<file path="config.mk">
export PLATFORM = sky130hd
export DESIGN_NAME = crtram_arbiter
export DESIGN_NICKNAME = d
export VERILOG_FILES = /design/src/rtl/crtram_arbiter.sv
export SDC_FILE = /design/constraint.sdc
export NUM_CORES = 1
export LEC_CHECK = 0
export ABC_CLOCK_PERIOD_IN_PS = 2300
export BUFFER_PORTS_ARGS = -buffer_cell sky130_fd_sc_hd__buf_2
export CORE_MARGIN = 2
export CORE_UTILIZATION = 51
export CTS_CLUSTER_SIZE = 25
export DETAILED_ROUTE_END_ITERATION = 6
export HOLD_SLACK_MARGIN = 0.03
export MAX_ROUTING_LAYER = met4
export PLACE_DENSITY_LB_ADDON = 0.2
export SLEW_MARGIN = 20
export SYNTH_ARGS = -nofsm -noshare
export SYNTH_HDL_FRONTEND = slang
export SYNTH_SLANG_ARGS = --single-unit
export TNS_END_PERCENT = 100
</file>
<file path="constraint.sdc">
create_clock -name CLKSYS -period 2.3 [get_ports CLKSYS]
set_input_delay 0.23 -clock CLKSYS [delete_from_list [all_inputs] [get_ports CLKSYS]]
set_output_delay 0.23 -clock CLKSYS [all_outputs]
set_load 0.1 [all_outputs]
</file>
<file path="src/rtl/crtram_arbiter.sv">
// crtram_arbiter: shares the 14-bit CRT VRAM address bus between the display
// fetch (three-plane read at one address) and the sub-CPU (single-plane
// read/write). Every access holds the bus for two cycles (address, latch),
// and the latch cycle arbitrates for the following access so that accesses
// can run back to back. All outputs are registered.
//
// CPU handshake: CPUREQ acts as "valid" and CPUACK as the one-cycle "ready"
// completion strobe. CPUREQ and its qualifiers (CPUWR, CPUPLANE, CPUADRS,
// CPUDIN) stay stable from assertion until the cycle in which CPUACK is high;
// the request is retired by that strobe, and CPUREQ is not granted again
// while CPUACK is high, so one request yields exactly one access.
module crtram_arbiter (
  input  logic        CLKSYS,
  input  logic        RSTn,
  input  logic        DISPREQ,
  input  logic [13:0] DISPADRS,
  output logic [7:0]  PIXB,
  output logic [7:0]  PIXR,
  output logic [7:0]  PIXG,
  output logic        PIXVLD,
  output logic        DISPOVR,
  input  logic        DISPOVRCLR,
  input  logic        CPUREQ,
  input  logic        CPUWR,
  input  logic [1:0]  CPUPLANE,
  input  logic [13:0] CPUADRS,
  input  logic [7:0]  CPUDIN,
  output logic [7:0]  CPUDOUT,
  output logic        CPUACK,
  output logic [13:0] SVRADRS,
  output logic        SVWEn,
  output logic        SDRAMBn,
  output logic        SDRAMRn,
  output logic        SDRAMGn,
  output logic [7:0]  SDATABUS,
  input  logic [7:0]  CRTRAMDATA,
  input  logic [7:0]  SVDATAB,
  input  logic [7:0]  SVDATAR,
  input  logic [7:0]  SVDATAG,
  output logic [2:0]  dbg_state
);

  typedef enum logic [2:0] {
    ST_IDLE = 3'd0,
    ST_DADR = 3'd1,
    ST_DLAT = 3'd2,
    ST_CADR = 3'd3,
    ST_CLAT = 3'd4
  } state_t;

  state_t      state, state_nxt;
  logic        pend, pend_nxt;
  logic [13:0] pend_adrs, pend_adrs_nxt;
  logic        ovr_nxt;

  logic        disp_want;
  logic [13:0] disp_adrs;
  logic        cpu_want;
  logic        arb_slot;
  logic        enter_dadr;

  logic [2:0]  plane_sel_n;   // {G, R, B}, active-low
  logic [2:0]  sel_n_nxt;
  logic        we_n_nxt;
  logic [13:0] adrs_nxt;
  logic [7:0]  data_nxt;
  logic [7:0]  dout_nxt;

  assign dbg_state = state;

  // Arbitration inputs: a live DISPREQ carries the newest address and wins
  // over an older pending one; the CPU is never re-granted out of CLAT
  // because its request is still held until the ACK that follows.
  always_comb begin
    disp_want = DISPREQ | pend;
    disp_adrs = DISPREQ ? DISPADRS : pend_adrs;
    arb_slot  = (state == ST_IDLE) || (state == ST_DLAT) || (state == ST_CLAT);
    cpu_want  = CPUREQ && !CPUACK && (state != ST_CLAT);
  end

  // State register
  always_ff @(posedge CLKSYS or negedge RSTn) begin
    if (!RSTn) state <= ST_IDLE;
    else       state <= state_nxt;
  end

  // Next-state: display first, then CPU, from any arbitration slot
  always_comb begin
    state_nxt = state;
    case (state)
      ST_IDLE, ST_DLAT, ST_CLAT: begin
        if (disp_want)     state_nxt = ST_DADR;
        else if (cpu_want) state_nxt = ST_CADR;
        else               state_nxt = ST_IDLE;
      end
      ST_DADR: state_nxt = ST_DLAT;
      ST_CADR: state_nxt = ST_CLAT;
      default: state_nxt = ST_IDLE;
    endcase
  end

  // Pending display request and overrun bookkeeping
  always_comb begin
    enter_dadr    = arb_slot && (state_nxt == ST_DADR);
    pend_nxt      = pend;
    pend_adrs_nxt = pend_adrs;
    ovr_nxt       = DISPOVR;
    if (DISPREQ && (state != ST_IDLE)) begin
      pend_nxt      = 1'b1;
      pend_adrs_nxt = DISPADRS;
    end
    if (enter_dadr) pend_nxt = 1'b0;
    if (DISPOVRCLR) ovr_nxt = 1'b0;
    if (DISPREQ && (state != ST_IDLE) && pend) ovr_nxt = 1'b1;
  end

  // Pending flag, pending address and overrun flag registers
  always_ff @(posedge CLKSYS or negedge RSTn) begin
    if (!RSTn) begin
      pend      <= 1'b0;
      pend_adrs <= 14'd0;
      DISPOVR   <= 1'b0;
    end else begin
      pend      <= pend_nxt;
      pend_adrs <= pend_adrs_nxt;
      DISPOVR   <= ovr_nxt;
    end
  end

  // Output next-values, derived from the state being entered or left
  always_comb begin
    case (CPUPLANE)
      2'd0:    plane_sel_n = 3'b110;
      2'd1:    plane_sel_n = 3'b101;
      2'd2:    plane_sel_n = 3'b011;
      default: plane_sel_n = 3'b111;
    endcase

    sel_n_nxt = 3'b111;
    if ((state_nxt == ST_CADR) || (state_nxt == ST_CLAT)) sel_n_nxt = plane_sel_n;

    we_n_nxt = !((state_nxt == ST_CADR) && CPUWR && (CPUPLANE != 2'd3));

    adrs_nxt = SVRADRS;
    if (enter_dadr)                  adrs_nxt = disp_adrs;
    else if (state_nxt == ST_CADR)   adrs_nxt = CPUADRS;

    data_nxt = SDATABUS;
    if (state_nxt == ST_CADR) data_nxt = CPUDIN;

    dout_nxt = CPUDOUT;
    if (state == ST_CLAT) dout_nxt = (CPUWR || (CPUPLANE == 2'd3)) ? 8'h00 : CRTRAMDATA;
  end

  // VRAM pin registers; SVWEn and selects go inactive asynchronously on reset
  always_ff @(posedge CLKSYS or negedge RSTn) begin
    if (!RSTn) begin
      SVRADRS  <= 14'd0;
      SDATABUS <= 8'd0;
      SVWEn    <= 1'b1;
      SDRAMBn  <= 1'b1;
      SDRAMRn  <= 1'b1;
      SDRAMGn  <= 1'b1;
    end else begin
      SVRADRS  <= adrs_nxt;
      SDATABUS <= data_nxt;
      SVWEn    <= we_n_nxt;
      SDRAMBn  <= sel_n_nxt[0];
      SDRAMRn  <= sel_n_nxt[1];
      SDRAMGn  <= sel_n_nxt[2];
    end
  end

  // Requester-side result registers: pixel bytes, CPU read data and strobes
  always_ff @(posedge CLKSYS or negedge RSTn) begin
    if (!RSTn) begin
      PIXB    <= 8'd0;
      PIXR    <= 8'd0;
      PIXG    <= 8'd0;
      PIXVLD  <= 1'b0;
      CPUDOUT <= 8'd0;
      CPUACK  <= 1'b0;
    end else begin
      if (state == ST_DLAT) begin
        PIXB <= SVDATAB;
        PIXR <= SVDATAR;
        PIXG <= SVDATAG;
      end
      PIXVLD  <= (state == ST_DLAT);
      CPUDOUT <= dout_nxt;
      CPUACK  <= (state == ST_CLAT);
    end
  end

endmodule

</file>
==> results of run 1 <==
## sequential cells by signal (all words and copies together) (netlist names)
| register | count |
|---|---|
| SVRADRS | 14 |
| pend_adrs | 14 |
| CPUDOUT | 8 |
| PIXB | 8 |
| PIXG | 8 |
| PIXR | 8 |
| SDATABUS | 8 |
| dbg_state | 3 |
| CPUACK | 1 |
| DISPOVR | 1 |
| PIXVLD | 1 |
| SDRAMBn | 1 |
| SDRAMGn | 1 |
| SDRAMRn | 1 |
| SVWEn | 1 |
| pend | 1 |
## logic make-up (layout without fill, tap and decap cells)
family | after synthesis | after routing | synth area share
AND/OR/NAND/NOR | 56 | 56 | 0.07692
buffers and inverters | 17 | 166 | 0.03597
multiplexers | 52 | 52 | 0.1956
AO/OA/AOI/OAI | 30 | 30 | 0.08534
flip-flops | 79 | 79 | 0.6062
## what timing repair did
action                                  CTS  global route
endpoints found under the hold margin     0            75
setup buffers                             0             0
hold buffers                              0             1
endpoints found under the setup margin    0             0
## final timing paths
| check | slack, ps | start | to |
|---|---|---|---|
| max | 590 | dbg_state[2] | PIXB[1] |
| max reg2reg | 590 | dbg_state[2] | PIXB[1] |
| max in group asynchronous | 1300 | RSTn | DISPOVR |
| min in group asynchronous | 530 | RSTn | SDATABUS[4] |
| min reg2reg | 480 | SDATABUS[6] | SDATABUS[6] |
| min | 60 | CPUWR | SVWEn |
## final cells by class
cell class                      count  area share
Clock buffer                       11     0.03335
Timing Repair Buffer              145      0.1768
Clock inverter                      5     0.01919
Multi-Input combinational cell    138      0.2760
Sequential cell                    79      0.4675
Inverter                            5    0.004427
Tap cell                           77     0.02273
## Yosys cell counts (all sizes together), types with 3 or more instances
master and number:
a221o 14, a22o 8, buf 12, dfrtp 75, dfstp 4, inv 5
mux2 38, mux2i 14, nand2 27, nand2b 3, nor2 17
## layout by cell type, fill, tap and decap left out, types with 2 or more instances in the layout
cell         n
nand2b_1     3
clkbuf_8    10
nor2_1      15
inv_1        5
a22o_1       8
bufinv_16    2
mux2_4      19
buf_4        5
mux2_2      19
dfrtp_1     75
nand3_1      2
nand2_1     26
nor2_2       2
nor2b_1      2
a221o_1     14
buf_2      138
mux2i_1     14
dfstp_2      4
o21ai_0      2
## worst max-delay path: stages (launching register included)
cell	delay, ps
dfrtp_1	470
nor2_2	210
and2_1	150
buf_4	370
mux2_2	380
## routing by layer
metal | vias up | share of wire
met2 | 76 | 0.48
li1 | 1115 | -
met4 | 0 | 0.0079
met1 | 1123 | 0.45
met3 | 4 | 0.063
met5 | - | 0
## stage by stage
| stage | hold WS [ps] | cell area (µm²) | instances | utilization | worst slack [ps] |
|---|---|---|---|---|---|
| 2_1_floorplan | -65.59 | 3269 | 234 | - | 112.0 |
| 3_3_place_gp | 398.2 | 4003 | 443 | 0.6376 | 649.1 |
| 3_5_place_dp | 402.2 | 4003 | 443 | 0.6376 | 591.0 |
| 4_1_cts | 44.87 | 4225 | 459 | 0.6731 | 586.8 |
| 5_1_grt | 57.75 | 4239 | 460 | 0.6753 | 511.1 |
| 6_report | 58.20 | 4239 | 460 | 0.6753 | 591.9 |
==> flow_metrics.tcl, run 1 <==
set metrics [dict create \
    status "complete, no violations" \
    first_pass_iters 4 \
    start_util 0.5208 \
    die_h_um 84.07 \
    grt_use_met1 0.2819 \
    ys_top_cells_by_area "dfrtp_1 (57%), mux2_4 (8.7%), mux2_2 (6.5%)" \
    hold_viol 0 \
    syn_nets 310 \
    rows 29 \
    hold_depth 2 \
    timing.fmax_ghz 0.5854 \
    fin_setup_tns_ps 0 \
    cp.arrival_ps 1920 \
    grt_util_met2 0.3413 \
    worstPathMaxFanout 25 \
    ant_nets 0 \
    nNetsFinal 454 \
    antenna_cells 0 \
    reg2reg_depth 4 \
    post_drt_wl_per_cell_um 15.18 \
    grt-ovfl-total 0 \
    use_met3 0.04352 \
    regArea_um2 1982 \
    cap_violations 0 \
    root_buffer "clkbuf_8" \
    cp_data_required_time_ps 2510 \
    antenna_found_initial 0 \
    ys_types 30 \
    hold_class "in2reg" \
    drc_errors 0 \
    dieArea_um2 7067 \
    vias 2318 \
    core_region_area_um2 6277 \
    grt_pass1_vias 2438 \
    clock_skew_ps 8.193 \
    clock_latency_ps 330 \
    grt_max_degree 80 \
    die_width_um 84.07 \
    grt_pass1_wl_um 11670 \
    synthArstFlopShare 1.000 \
    clk_path_buf_depth 2 \
    rsz0062_at_grt "no" \
    post_synth.cell_area_avg_um2 13.97 \
    multi_input_area_um2 1170 \
    layout-drive-gt1-share 0.5431 \
    period_share 0.7427 \
    hpwl_um 4871 \
    io_buffers 139 \
    via_per_inst 5.039 \
    path_class "reg2reg" \
    htree_levels 3 \
    totalWireLength_um 6984 \
    yosysTopAreaCell "dfrtp_1" \
    area_growth_syn_to_layout_pct 29.66 \
    cp-start-kind "flop" \
    syn_area_um2 3269 \
    gp_congestion 0.7417 \
    numClockSinks 79 \
    fill_cells 501 \
    boundaryPins 140 \
    track_usage 0.2139 \
    synth_seq_area_share 0.6062 \
    cts-buffers-inserted 9 \
    synthCells 234 \
    clk_pin_slew_ps 80 \
    end_kind "flop" \
    cts_tree "done" \
    synth-edff-count 0 \
    final_max_slew_viol_count 0 \
    yosysWarnings 0 \
    synth_top_area_frac 0.5741 \
    synthFlopType "dfrtp_1" \
    grt_most_used_layer "met2" \
    setup_viol 0 \
    finalCriticalPeriod_ps 1708 \
    ctsResizeCount 0 \
    ys_seq_elements 79 \
    relSlewSlack 0.5326 \
    worst_pin_slew_ps 701.1 \
    drt-initial-drc-count 90 \
]
Power of run 1 is not shown: default switching activity piles up to over one toggle a cycle in this logic, so the estimate is an artifact.
==> run 2, diff against run 1 <==
- ABC_AREA: unset -> 1
- ABC_CLOCK_PERIOD_IN_PS: 2300 -> 1700
- CORE_UTILIZATION: 51 -> 47
- clock period: 2.3 -> 1.7 ns (I/O delays scaled with it)
==> flow_metrics.tcl, run 2 <==
set metrics [dict create \
    status "complete, no violations" \
    relSlewSlack 0.5230 \
    synthCells 379 \
    antenna_cells 0 \
    cap_violations 0 \
    clock_latency_ps 340 \
    ant_nets 0 \
    ys_top_cells_by_area "dfrtp_1 (57%), nand2_1 (20%), nand3_1 (6.0%)" \
    final_common_cell "nand2_1" \
    die_h_um 87.44 \
    ys_types 20 \
    grt_max_degree 42 \
    cp_data_required_time_ps 1970 \
    clk_path_buf_depth 2 \
    cp.arrival_ps 1830 \
    antenna_found_initial 0 \
    ctsResizeCount 0 \
    worstPathMaxFanout 16 \
    top_regs "SVRADRS (14), pend_adrs (14)" \
    syn_area_um2 3272 \
    timing.fmax_ghz 0.6421 \
    totalWireLength_um 7960 \
    synth.most_common_cell "nand2_1" \
    grt_most_used_layer "met2" \
    hold_class "in2reg" \
    finalCriticalPeriod_ps 1557 \
    grt-ovfl-total 0 \
    fin_cells 635 \
    htree_levels 3 \
    ys_seq_elements 79 \
    boundaryPins 140 \
    grt_use_met1 0.2743 \
    post_drt_wl_per_cell_um 12.54 \
    clk_pin_slew_ps 70 \
    synthArstFlopShare 1.000 \
    start_util 0.4843 \
    root_buffer "clkbuf_8" \
    cp-start-kind "flop" \
    hold_viol 0 \
    yosysWarnings 0 \
    track_usage 0.2188 \
    grt_pass1_wl_um 12570 \
    core_region_area_um2 6756 \
    drc_errors 0 \
    io_buffers 139 \
    synth_top_area_frac 0.5736 \
    vias 2956 \
    die_width_um 87.44 \
    worst_pin_slew_ps 714.8 \
    gp_congestion 0.8365 \
    synth_common_cells "nand2_1 (174), dfrtp_1 (75), nand3_1 (39)" \
    cts_tree "done" \
    utilization 0.6680 \
    synth_seq_area_share 0.6057 \
    setup_viol 0 \
    clock_skew_ps 5.450 \
    first_pass_iters 5 \
    rsz0062_at_grt "yes" \
    period_share 0.9161 \
    nNetsFinal 626 \
    via_per_inst 4.655 \
    synth-edff-count 0 \
    hpwl_um 5716 \
    rows 30 \
    fill_cells 573 \
    final_cell_mix "nand2_1 (174), buf_2 (138), dfrtp_1 (71)" \
    cts-buffers-inserted 9 \
    path_class "reg2reg" \
    place_inst 590 \
    use_met3 0.04360 \
    drt-initial-drc-count 104 \
    post_synth.cell_area_avg_um2 8.633 \
    syn_nets 455 \
    area_growth_syn_to_layout_pct 37.94 \
    layout-drive-gt1-share 0.3243 \
    dieArea_um2 7645 \
    yosysTopAreaCell "dfrtp_1" \
    grt_util_met2 0.3478 \
    end_kind "flop" \
    regArea_um2 1989 \
    final_max_slew_viol_count 0 \
    numClockSinks 79 \
    grt_pass1_vias 2794 \
    multi_input_area_um2 1114 \
    synthFlopType "dfrtp_1" \
]
==> run 2: cell count changes after synthesis, moves of 3 or more <==
cell      change
nand2_1     +148
mux2_4       -19
mux2i_1      -14
nand3_1      +37
o21ai_0      +27
a221o_1      -14
inv_1        +16
clkbuf_1      +6
mux2_2       -19
a22o_1        -8
buf_6         -4
inv_2         +4
nand2b_1      -3
nor2_1        -9
==> run 2: final cells by class <==
cell class	instances	share of cell area
clock buffers	13	0.03521
clock inverters	3	0.003881
inverters	26	0.02162
multi-input cells	259	0.2467
flip-flops and latches	79	0.4408
well taps	80	0.02218
repair buffers	175	0.2296
==> run 2: routing by layer <==
metal / wire [µm] / vias up
met2: 3682 / 89
li1: - / 1523
met4: 153 / 0
met3: 433 / 15
met5: 0 / -
met1: 3690 / 1329
==> run 2: what timing repair did <==
item                                   4_1_cts  5_1_grt
setup endpoints to repair                    0       15
hold buffers                                27        0
setup buffers                                0        2
endpoints found under the hold margin       61        0
==> run 2: worst paths after layout <==
path                               from     endpoint  slack, ps  cells past startpoint
hold / removal               SVDATAG[1]      PIXG[1]         40                      3
max in group asynchronous          RSTn      SDRAMGn        720                      3
hold reg to reg             SDATABUS[3]  SDATABUS[3]        470                      2
setup reg to reg           dbg_state[0]  SVRADRS[13]        140                      7
setup / recovery           dbg_state[0]  SVRADRS[13]        140                      7
min in group asynchronous          RSTn      PIXG[6]        340                      2
==> run 2: cells by family after synthesis <==
family | Yosys count | synth area share
AND/OR/NAND/NOR | 224 | 0.2818
flip-flops | 79 | 0.6057
buffers and inverters | 41 | 0.05392
AO/OA/AOI/OAI | 35 | 0.05851
==> run 2: metrics by stage <==
stage | hold WS, ps | TNS (ps) | cell area (µm²) | worst slack (ps)
global route | 39.21 | -1.499 | 4513 | -1.499
finish | 39.45 | 0 | 4513 | 142.6
CTS | 30.09 | 0 | 4498 | 39.25
floorplan | -125.6 | 0 | 3279 | 9.749
detailed placement | 173.9 | 0 | 4051 | 52.41
global placement | 175.0 | 0 | 4051 | 154.5
==> run 2: critical path, cell delays in order, from the launching register on <==
cell and delay [ps]:
dfrtp_4 500, nor2_2 180, nand2_4 120, nand2_4 110, nor2_4 60, nor2_4 270, nand3_1 160, nand3_1 90
Power of run 2 is left out for the same reason.
